File: src/rtl/stone_paper_scissors.sv
// ---------------------------------------------------------------------------
// stone_paper_scissors
//
// Two-player stone/paper/scissors referee packaged as a Tiny Tapeout user
// tile. Each rising edge of the start input judges one round from the two
// players' moves. The tile keeps a registered winner code, a win score for
// each player and a round counter.
//
// Move code:   00 = stone, 01 = paper, 10 = scissors, 11 = invalid
// Winner code: 00 = tie,   01 = P1 wins, 10 = P2 wins, 11 = invalid round
//
// Ports
//   clk      in   1  system clock, rising edge
//   rst_n    in   1  asynchronous active-low reset
//   ena      in   1  tile enable; ignored, the design is always active
//   ui_in    in   8  [1:0] P1 move, [3:2] P2 move, [4] start, [5] clear
//   uo_out   out  8  [1:0] winner, [2] result_valid, [3] new_result,
//                    [7:4] round_count
//   uio_in   in   8  unused
//   uio_out  out  8  [3:0] P1 score, [7:4] P2 score
//   uio_oe   out  8  constant 8'hFF, all uio pins are outputs
// ---------------------------------------------------------------------------
module stone_paper_scissors (
    input  logic       clk,
    input  logic       rst_n,
    input  logic       ena,
    input  logic [7:0] ui_in,
    output logic [7:0] uo_out,
    input  logic [7:0] uio_in,
    output logic [7:0] uio_out,
    output logic [7:0] uio_oe
);

    localparam logic [1:0] MOVE_STONE    = 2'b00;
    localparam logic [1:0] MOVE_PAPER    = 2'b01;
    localparam logic [1:0] MOVE_SCISSORS = 2'b10;
    localparam logic [1:0] MOVE_INVALID  = 2'b11;

    localparam logic [1:0] WIN_TIE     = 2'b00;
    localparam logic [1:0] WIN_P1      = 2'b01;
    localparam logic [1:0] WIN_P2      = 2'b10;
    localparam logic [1:0] WIN_INVALID = 2'b11;

    logic [1:0] p1_move;
    logic [1:0] p2_move;
    logic       start;
    logic       clear;

    logic       start_q;
    logic       fire;
    logic [1:0] round_code;

    logic [1:0] winner;
    logic       result_valid;
    logic       new_result;
    logic [3:0] round_count;
    logic [3:0] p1_score;
    logic [3:0] p2_score;

    // Pins that carry no function are folded into one named sink.
    logic unused_bits;

    assign p1_move = ui_in[1:0];
    assign p2_move = ui_in[3:2];
    assign start   = ui_in[4];
    assign clear   = ui_in[5];

    assign unused_bits = ^{ena, uio_in, ui_in[7:6]};

    // A round fires only on the first cycle start is seen high.
    assign fire = start & ~start_q;

    // Judge the current moves; only used on the firing edge.
    always_comb begin
        round_code = WIN_P2;
        if (p1_move == MOVE_INVALID || p2_move == MOVE_INVALID) begin
            round_code = WIN_INVALID;
        end else if (p1_move == p2_move) begin
            round_code = WIN_TIE;
        end else if ((p1_move == MOVE_STONE    && p2_move == MOVE_SCISSORS) ||
                     (p1_move == MOVE_PAPER    && p2_move == MOVE_STONE)    ||
                     (p1_move == MOVE_SCISSORS && p2_move == MOVE_PAPER)) begin
            round_code = WIN_P1;
        end
    end

    // Clear beats a firing round on the same edge, so that round is dropped
    // and no new_result pulse is produced. Scores stop at 15, while the
    // round counter wraps and also counts invalid rounds.
    always_ff @(posedge clk or negedge rst_n) begin
        if (!rst_n) begin
            start_q      <= 1'b0;
            winner       <= WIN_TIE;
            result_valid <= 1'b0;
            new_result   <= 1'b0;
            round_count  <= 4'd0;
            p1_score     <= 4'd0;
            p2_score     <= 4'd0;
        end else begin
            start_q    <= start;
            new_result <= 1'b0;
            if (clear) begin
                winner       <= WIN_TIE;
                result_valid <= 1'b0;
                round_count  <= 4'd0;
                p1_score     <= 4'd0;
                p2_score     <= 4'd0;
            end else if (fire) begin
                winner       <= round_code;
                result_valid <= 1'b1;
                new_result   <= 1'b1;
                round_count  <= round_count + 4'd1;
                if (round_code == WIN_P1 && p1_score != 4'hF) begin
                    p1_score <= p1_score + 4'd1;
                end
                if (round_code == WIN_P2 && p2_score != 4'hF) begin
                    p2_score <= p2_score + 4'd1;
                end
            end
        end
    end

    assign uo_out  = {round_count, new_result, result_valid, winner};
    assign uio_out = {p2_score, p1_score};
    assign uio_oe  = 8'hFF;

endmodule

File: config.mk
export PLATFORM = sky130hd
export DESIGN_NAME = stone_paper_scissors
export DESIGN_NICKNAME = d
export VERILOG_FILES = /design/src/rtl/stone_paper_scissors.sv
export SDC_FILE = /design/constraint.sdc
export NUM_CORES = 1
export LEC_CHECK = 0
export CORE_MARGIN = 2
export CORE_UTILIZATION = 41
export DETAILED_ROUTE_END_ITERATION = 16
export PLACE_DENSITY_LB_ADDON = 0.08
export RECOVER_POWER = 50
export SLEW_MARGIN = 20
export SYNTH_ARGS = -nofsm -noshare
export SYNTH_HDL_FRONTEND = slang
export SYNTH_SLANG_ARGS = --single-unit
File: constraint.sdc
create_clock -name clk -period 1.7 [get_ports clk]
set_clock_uncertainty 0.05 [all_clocks]
set_input_delay 0.255 -clock clk [delete_from_list [all_inputs] [get_ports clk]]
set_output_delay 0.255 -clock clk [all_outputs]
set_load 0.005 [all_outputs]
==> results.md <==
- WP buf/inv: 1
- Most frequent cells in the layout: 17 x clkdlybuf4s50_1, 17 x dfrtp_1, 11 x nor2_1, 10 x a21oi_1, 10 x buf_4
- Required time of the critical path: 1.39 ns
- DRC violations left: 0
- RR Startpoint: p1_score[0]$_DFFE_PN0P_
- Cell Rows: 17
- Register bit total from synthesis: 17
- Reg area: 425 µm²
- Worst skew pair latency: 0.29 ns
- PnR Total Power: 783 µW
- Die height: 53.4 µm
- Antenna violations before repair: 0
- Hold Vio Cnt, Final: 0
- CP Cell Sequence: clkdlybuf4s50_1
- Minimum clock period: 1.55 ns
- CP max stage cell: clkdlybuf4s50_1
- Final slew viol count: 0
- Power Dens Cells: 591 nW/µm²
- Post-DRT Antenna Nets: 0
- GP Congestion: 0.761
- 1st-pass router iterations: 3
- Start point of the worst hold path: result_valid$_DFFE_PN0P_
- CTS Buf Count: 3
- Delay-heaviest family, CP: buffers and inverters
- CTS H-Tree Depth: 1
- Drt initial violations: 3
- Fin crit share: 90.9%
- CP endpoint: uio_out[4]
- Critical path's largest stage delay: 0.53 ns
- CTS root buf: clkbuf_4
- Vias in the first global route: 820
- Vias per cell: 5.08
- Fin nets: 160
- Synthesized instance count: 106
- Status: finished clean
- Footprint of the multi-input gates: 512 µm²
- Clk buf depth: 2
- Synth async-reset ratio: 100%
- Crit Path Max Fanout: 5
- Core ar.: 2250 µm²
- Post-synth EDFFs: 0
- Post-Syn Area: 1000 µm²
- Largest net degree at the start of global routing: 18
- Startpoint Class: register
- DIE WIDTH: 53.4 µm
- Routed WL per cell: 12.4 µm
- CTS tree: done
- Slew @ Worst Pin: 0.946 ns
- Hold WC Path Type: reg2reg
- Synth warnings: 0
- Fraction of layout cells with a size suffix above 1: 16.8%
- Filler cells: 221
- Synth unique cells: 31
- Initial core utilization: 44.4%
- R2r setup slk: 0.18 ns
- Synthesis-to-finish area growth: 32.5%
- Top Ports: 43
- RSZ-0062 raised after global routing: false
- Main synth FF type: dfrtp_1
- Crit Path Class: reg2out
- Port bufs: 23
- Sequential fraction of the synthesis area: 42.5%
- # setup viols final: 0
- Avg Inst Size Synth: 9.44 µm²
- Pleak: 0.600 nW
- Die area: 2850 µm²
- Fmax: 647 MHz
- CTS sink cnt: 17
- Final WL: 2040 µm
- First-pass GRT wire length: 3480 µm
- Setup TNS: 0 ns
- Worst VDD drop: 0.385 mV
- ANT cells: 0
- Setup Buffers After CTS: 0
- Crit path from: p2_score[0]$_DFFE_PN0P_
- Final core occ: 58.8%
- Max Cap Viol: 0
- Arr. time, crit path: 1.24 ns
- Detailed-route via count: 838
- CP endpoint kind: output port
- Clock-pin slew on the worst setup and hold paths: 0.10 ns
- GRT Total Usage: 16.9%
- Detailed Place HPWL: 1510 µm
- Cts hold-fix bufs: 0
- Stages on worst setup path: 1
- Slew HR: 37.0%
- GRT Residual Overflow: 0
- Reg-to-Reg End: p1_score[1]$_DFFE_PN0P_
- Length in cells of the worst reg-to-reg path: 5
[registers in the layout, summed over array words and instances (netlist names)]
name,flops
round_count,4
result_valid,1
start_q,1
p1_score,4
new_result,1
winner,2
p2_score,4
[metal layers]
metal | share of wire (%) | global-route usage [%] | up-vias
li1 | - | - | 413
met1 | 43 | 18.8 | 398
met2 | 50 | 30.7 | 23
met3 | 4.9 | 2.82 | 4
met4 | 2.0 | 7.69 | 0
met5 | 0 | 0 | -
[final cells by class]
cell class              instances  share of cell area, %
well taps                      28                   2.64
flip-flops and latches         17                   32.1
clock buffers                   3                   1.70
multi-input cells              79                   38.6
repair buffers                 35                   24.1
inverters                       2                  0.566
clock inverters                 1                  0.377
[through the flow]
stage                     hold WS [ns]  worst slack [ns]  std cells  area (µm²)
after CTS                        0.222            0.0347        165        1330
final                            0.457             0.154        165        1330
after global routing             0.501            0.0413        165        1330
after floorplan                -0.0906             0.172        113        1030
after detailed placement         0.436            -0.352        161        1280
after global placement           0.431            -0.304        161        1280
[logic make-up (layout without fill, tap and decap cells)]
kind of cell               after synthesis  in the layout  synth area share (%)
AOI/OAI and AO/OA                       19             19                  12.6
muxes                                    5              5                  5.50
DFF                                     17             17                  42.5
and+or+nand+nor                         40             40                  21.3
xor gates and xnor gates                 4              4                  3.50
buffers and inverters                   17             41                  10.5
other                                    1              8                 0.375
adders and majority gates                3              3                  3.75
[Yosys cell counts, types with 2 or more instances]
library cell	count	area (µm²)
o21ai_0	3	15.0
inv_1	2	7.51
o221ai_1	2	17.5
dfrtp_1	17	425
or3_1	2	12.5
ha_1	3	37.5
clkbuf_1	2	7.51
buf_2	3	15.0
nand2_1	7	26.3
nor2_1	11	41.3
o31ai_1	2	15.0
buf_4	10	75.1
or4_1	2	15.0
nand2b_1	3	18.8
nand3_1	5	25.0
nor2b_1	3	18.8
xor2_1	3	26.3
a21oi_1	10	50.1
mux2_2	4	45.0
[what timing repair did]
action                                  4_1_cts  5_1_grt
endpoints found under the setup margin        2        5
gates resized for setup                       3        3
pin swaps                                     0        0
hold endpoints to repair                      0        0
[power breakdown]
group / internal, mW / leakage [nW] / switching, mW
clock network: 0.0877 / 0.0177 / 0.134
registers: 0.415 / 0.232 / 0.00857
logic: 0.0699 / 0.351 / 0.0676
[how the worst min path moves through the flow]
stage / endpoint / slack [ns] / cells after the start
after global placement: result_valid$_DFFE_PN0P_ / 0.43 / 2
after floorplan: new_result$_DFF_PN0_ / -0.09 / 0
final: result_valid$_DFFE_PN0P_ / 0.46 / 2
after detailed placement: result_valid$_DFFE_PN0P_ / 0.44 / 2
after global routing: result_valid$_DFFE_PN0P_ / 0.50 / 2
after CTS: new_result$_DFF_PN0_ / 0.22 / 2
Power figures use the tool's default switching activity.
==> variant 1: new RTL, same settings <==
Register the outputs `uo_out` and `uio_out`, cleared by the reset; this adds one clock of latency there. The other outputs are not delayed to match.
--- a/src/rtl/stone_paper_scissors.sv
+++ b/src/rtl/stone_paper_scissors.sv
@@ -120,8 +120,15 @@
         end
     end
 
-    assign uo_out  = {round_count, new_result, result_valid, winner};
-    assign uio_out = {p2_score, p1_score};
+    always_ff @(posedge clk or negedge rst_n) begin
+        if (!rst_n) begin
+            uo_out  <= '0;
+            uio_out <= '0;
+        end else begin
+            uo_out  <= {round_count, new_result, result_valid, winner};
+            uio_out <= {p2_score, p1_score};
+        end
+    end
     assign uio_oe  = 8'hFF;
 
 endmodule
Check against the original RTL: not equivalent (a bounded check fails within 4 cycles, from zero or initial values and one cycle with rst_n low).
==> variant 1 against the original RTL <==
Clock power rose to 2.7 times the old value; register-to-register slack gained 0.07 ns; final area grew 40%; total power increased by 100%; routed wire length increased by 14%; global-route usage is 3.6 points lower; setup slack lost 0.093 ns; synthesized area up 41%; sequential cell count increased by 16; first-iteration DRC count grew to 6.0 times the old value; critical endpoint is now p2_score[2]; largest cell class is now sequential cells; largest power group unchanged; highest routed layer unchanged.
==> variant 1: results (changes against the original RTL) <==
[clock_network]
cts_buffers=5  ; +2
cts_setup_buffers=0  ; unchanged
clockRootBuffer=clkbuf_4
clockBufferDepth=2  ; unchanged
htreeDepth=2  ; +1
clkLatencyLatePin_ns=0.32  ; +0.03 ns
clkTransAtPathRegs_ns=0.09

[run_status]
status=complete, no violations

[worst_setup_path]
crit_path_top_delay_cell=clkdlybuf4s50_1
worstPathArrival_ns=1.84  ; +0.60 ns
r2r_cells=4  ; -1
crit_path_max_fanout=5  ; unchanged
slowest_delay_ns=0.65  ; +0.12 ns
critical_path_class=input pin to flip-flop

[drt]
vias=970  ; +16%
first_pass_iters=4  ; +1
drt-total-wl_um=2320  ; +14%
routedWlPerCell_um=11.2  ; -9.2%
first_iter_violations=18  ; +15

[yosys]
async_flop_share_pct=100  ; unchanged
synth_common_cells=dfrtp_1, nor2_1, a21oi_1
syn_area_per_cell_um2=11.8  ; +25%
synth_area_leaders=dfrtp_1, buf_4, a21oi_1, nor2_1, ha_1
ys_seq_area_share_pct=58.5  ; +16 points
synth_cell_types=30  ; -3.2%
ys_warn_count=0  ; unchanged

[finish]
fillers=306  ; +38%
drive_above_1_share_pct=18.6  ; +1.8 points
top_regs=uio_out x8, uo_out x8
nNetsFinal=182  ; +14%
insertedDiodeCount=0  ; unchanged

[power_and_ir_drop]
p_leak_nw=0.848  ; +41%
ir_drop_uv=265  ; -31%
switching_share_pct=21.0  ; -5.9 points

[hold_path]
min_path_cells=0  ; -2
hold_class=flip-flop to flip-flop

[global_route]
grt_pass1_vias=968  ; +18%
antenna_found_initial=0  ; unchanged
gr-usage-all-layers_pct=13.3  ; -3.6 points
grt_first_pass_wirelength_um=4000  ; +15%
grt_max_degree=34  ; +16

[placed_design]
port_buffers=23  ; unchanged
dpl.hpwl_um=1820  ; +21%
gp_congestion=0.681  ; -10%
dp.cells=199  ; +24%

[timing]
setup_violations=0  ; unchanged
slew_headroom_pct=49.7  ; +13 points

variant 1: power groups by stage:
stage	registers, W	clock network, W	logic, W
after floorplan	0.000831	0	0.0000781
after global placement	0.000831	0	0.000151
after detailed placement	0.000832	0	0.000157
after CTS	0.000816	0.000609	0.000157
after global routing	0.000819	0.000640	0.000175
final	0.000816	0.000592	0.000157
variant 1: path summary, 6_finish.rpt:
| path | endpoint | startpoint | slack, ns |
|---|---|---|---|
| max | p2_score[2] | ui_in[3] | 0.06 |
| max in group asynchronous | round_count[0] | rst_n | 0.65 |
| min in group asynchronous | p2_score[1] | rst_n | 0.47 |
| max reg2reg | p2_score[2] | p2_score[0] | 0.25 |
| min reg2reg | uo_out[3] | new_result | 0.32 |
| min | uo_out[3] | new_result | 0.32 |
variant 1: routing by layer:
layer / vias to the layer above / part of all wire (%) / track usage [%] / wire length (um)
li1: 473 / - / - / -
met1: 469 / 42 / 14.4 / 968
met2: 24 / 52 / 23.4 / 1210
met3: 4 / 4.4 / 3.96 / 102
met4: 0 / 1.9 / 6.67 / 44
met5: - / 0 / 0 / 0
variant 1: through the flow:
| stage | total power (W) | setup slack (ns) | area, um^2 |
|---|---|---|---|
| floorplan | 0.000909 | 0.206 | 1440 |
| global placement | 0.000982 | -0.249 | 1760 |
| detailed placement | 0.000989 | -0.297 | 1760 |
| CTS | 0.00158 | 0.0507 | 1840 |
| global route | 0.00163 | -0.0117 | 1860 |
| finish | 0.00157 | 0.0607 | 1860 |
variant 1: final cells by class:
type                            instances  area share, %
Sequential cell                        33           44.5
Multi-Input combinational cell         78           28.5
Timing Repair Buffer                   39           18.7
Tap cell                               46           3.10
Clock buffer                            7           2.96
Clock inverter                          1           1.62
Inverter                                3          0.606
variant 1: worst max-delay path, delay by kind of cell:
kind            cells  cell delay [ns]
compound gates      2             0.23
buf+inv             1             0.65
simple gates        2             0.71
variant 1: what timing repair did:
| action | 4_1_cts | 5_1_grt |
|---|---|---|
| gates resized for setup | 0 | 2 |
| hold endpoints to repair | 0 | 0 |
| setup endpoints to repair | 0 | 1 |
variant 1: cell families after synthesis:
kind of cell,count (synthesis),share of synthesized area [%]
AO/OA/AOI/OAI,17,8.07
XOR/XNOR,4,2.48
adder cells (fa/ha/maj),3,2.66
buffers and inverters,16,7.00
flip-flops,33,58.5
multiplexers,6,4.88
other,1,0.266
AND/OR/NAND/NOR,40,16.1
==> variant 2: new RTL, same settings <==
Without the edit above. Register the inputs `ena`, `ui_in` and `uio_in` before use. The logic sees them one clock later.
--- a/src/rtl/stone_paper_scissors.sv
+++ b/src/rtl/stone_paper_scissors.sv
@@ -41,6 +41,16 @@
     localparam logic [1:0] WIN_P2      = 2'b10;
     localparam logic [1:0] WIN_INVALID = 2'b11;
 
+    logic ena_q;
+    logic [7:0] ui_q;
+    logic [7:0] uio_q;
+
+    always_ff @(posedge clk) begin
+        ena_q <= ena;
+        ui_q  <= ui_in;
+        uio_q <= uio_in;
+    end
+
     logic [1:0] p1_move;
     logic [1:0] p2_move;
     logic       start;
@@ -60,12 +70,12 @@
     // Pins that carry no function are folded into one named sink.
     logic unused_bits;
 
-    assign p1_move = ui_in[1:0];
-    assign p2_move = ui_in[3:2];
-    assign start   = ui_in[4];
-    assign clear   = ui_in[5];
+    assign p1_move = ui_q[1:0];
+    assign p2_move = ui_q[3:2];
+    assign start   = ui_q[4];
+    assign clear   = ui_q[5];
 
-    assign unused_bits = ^{ena, uio_in, ui_in[7:6]};
+    assign unused_bits = ^{ena_q, uio_q, ui_q[7:6]};
 
     // A round fires only on the first cycle start is seen high.
     assign fire = start & ~start_q;
Function: changed (Yosys sat finds a counterexample within 4 cycles, from zero or initial values and one cycle with rst_n low).
==> variant 2 against the original RTL <==
Sequential cell count increased by 6; total power grew 22%; routed wire length up 2.6%; sequential share of layout area grew 7.7 points; setup slack worse by 0.039 ns; maximum frequency shrank 2.4%; final area grew 4.4%; synthesized area grew 11%.
==> variant 2: results (changes against the original RTL) <==
[drt]
first_iter_violations=9  ; +6
drt-total-wl_um=2090  ; +2.6%
dr_wl_met2_um=1010  ; -0.98%
post_drt_via_cell_ratio=5.08  ; about the same
met1_length_um=971  ; +11%
route.met3.wl_um=90  ; -9.1%
vias=833  ; -0.60%

[yosys]
synth_common_cells=dfrtp_1, a21oi_1, buf_4
synth_area_leaders=dfrtp_1, dfxtp_1, buf_4, a21oi_1, o21ai_0
async_flop_share_pct=73.9  ; -26 points
synth_cell_types=28  ; -9.7%
ys_seq_area_share_pct=49.1  ; +6.6 points

[placed_design]
dpl.hpwl_um=1500  ; -0.12%
post-place-ws_ns=0.0805  ; +0.432 ns
dpl-instance-area_um2=1330  ; +3.5%
gp_congestion=0.735  ; -3.4%

[global_route]
globalRouteMet1Util_pct=16.9  ; -1.9 points
gr-usage-all-layers_pct=13.7  ; -3.2 points
grt_first_pass_wirelength_um=3420  ; -1.6%
use_met2_pct=22.9  ; -7.8 points
grt_pass1_vias=741  ; -9.6%
gr-usage-met3_pct=4.88  ; +2.1 points

[power_and_ir_drop]
p_leak_nw=0.570  ; -5.0%
ir_drop_uv=606  ; +57%
switching_share_pct=25.7  ; -1.2 points

[clock_network]
clkTransAtPathRegs_ns=0.13  ; +0.03 ns
clkLatencyLatePin_ns=0.31  ; +0.02 ns

[run_status]
status=complete, no violations

[finish]
drive_above_1_share_pct=8.96  ; -7.8 points
fillers=237  ; +7.2%

[worst_setup_path]
crit_family=buffers and inverters

[timing]
tightestPinTransition_ns=0.894  ; -0.0515 ns

-- variant 2: area by class of cell --
type / count / area, um^2 / area share (%)
sequential: 23 / 551 / 39.7
multi-input combinational: 80 / 518 / 37.4
timing repair buffer: 26 / 245 / 17.7
tap: 30 / 37.5 / 2.71
clock buffer: 3 / 22.5 / 1.63
clock inverter: 1 / 7.51 / 0.542
inverter: 1 / 3.75 / 0.271
-- variant 2: power by group through the flow --
stage | clock [W] | combinational [W] | sequential (W)
after detailed placement | 0 | 0.000106 | 0.000601
after floorplan | 0 | 0.0000752 | 0.000587
after global placement | 0 | 0.000102 | 0.000600
after CTS | 0.000270 | 0.000106 | 0.000590
after global routing | 0.000299 | 0.000119 | 0.000596
final | 0.000256 | 0.000106 | 0.000592
-- variant 2: logic make-up (layout without fill, tap and decap cells) --
group                    after synthesis  after routing  share of synthesized area (%)
other                                  1              8                          0.338
flip-flops                            23             23                           49.1
AO/OA/AOI/OAI                         25             25                           13.6
multiplexers                           2              2                           2.03
buffers and inverters                 16             31                           9.12
XOR/XNOR                               4              4                           3.15
AND/OR/NAND/NOR                       38             38                           19.3
adder cells (fa/ha/maj)                3              3                           3.38
-- variant 2: worst paths after layout --
kind,start,to,slack [ns],depth (start not counted)
hold reg to reg,ui_q[4],start_q,0.32,0
min in group asynchronous,rst_n,p2_score[3],0.52,2
setup / recovery,p2_score[0],uio_out[4],0.12,1
max in group asynchronous,rst_n,p2_score[1],0.54,2
setup reg to reg,ui_q[3],p1_score[1],0.15,4
hold / removal,ui_q[4],start_q,0.32,0
-- variant 2: repair_timing --
action,CTS,global route
gates resized for setup,0,7
setup endpoints to repair,0,5
hold buffers,0,0
setup buffers,0,0
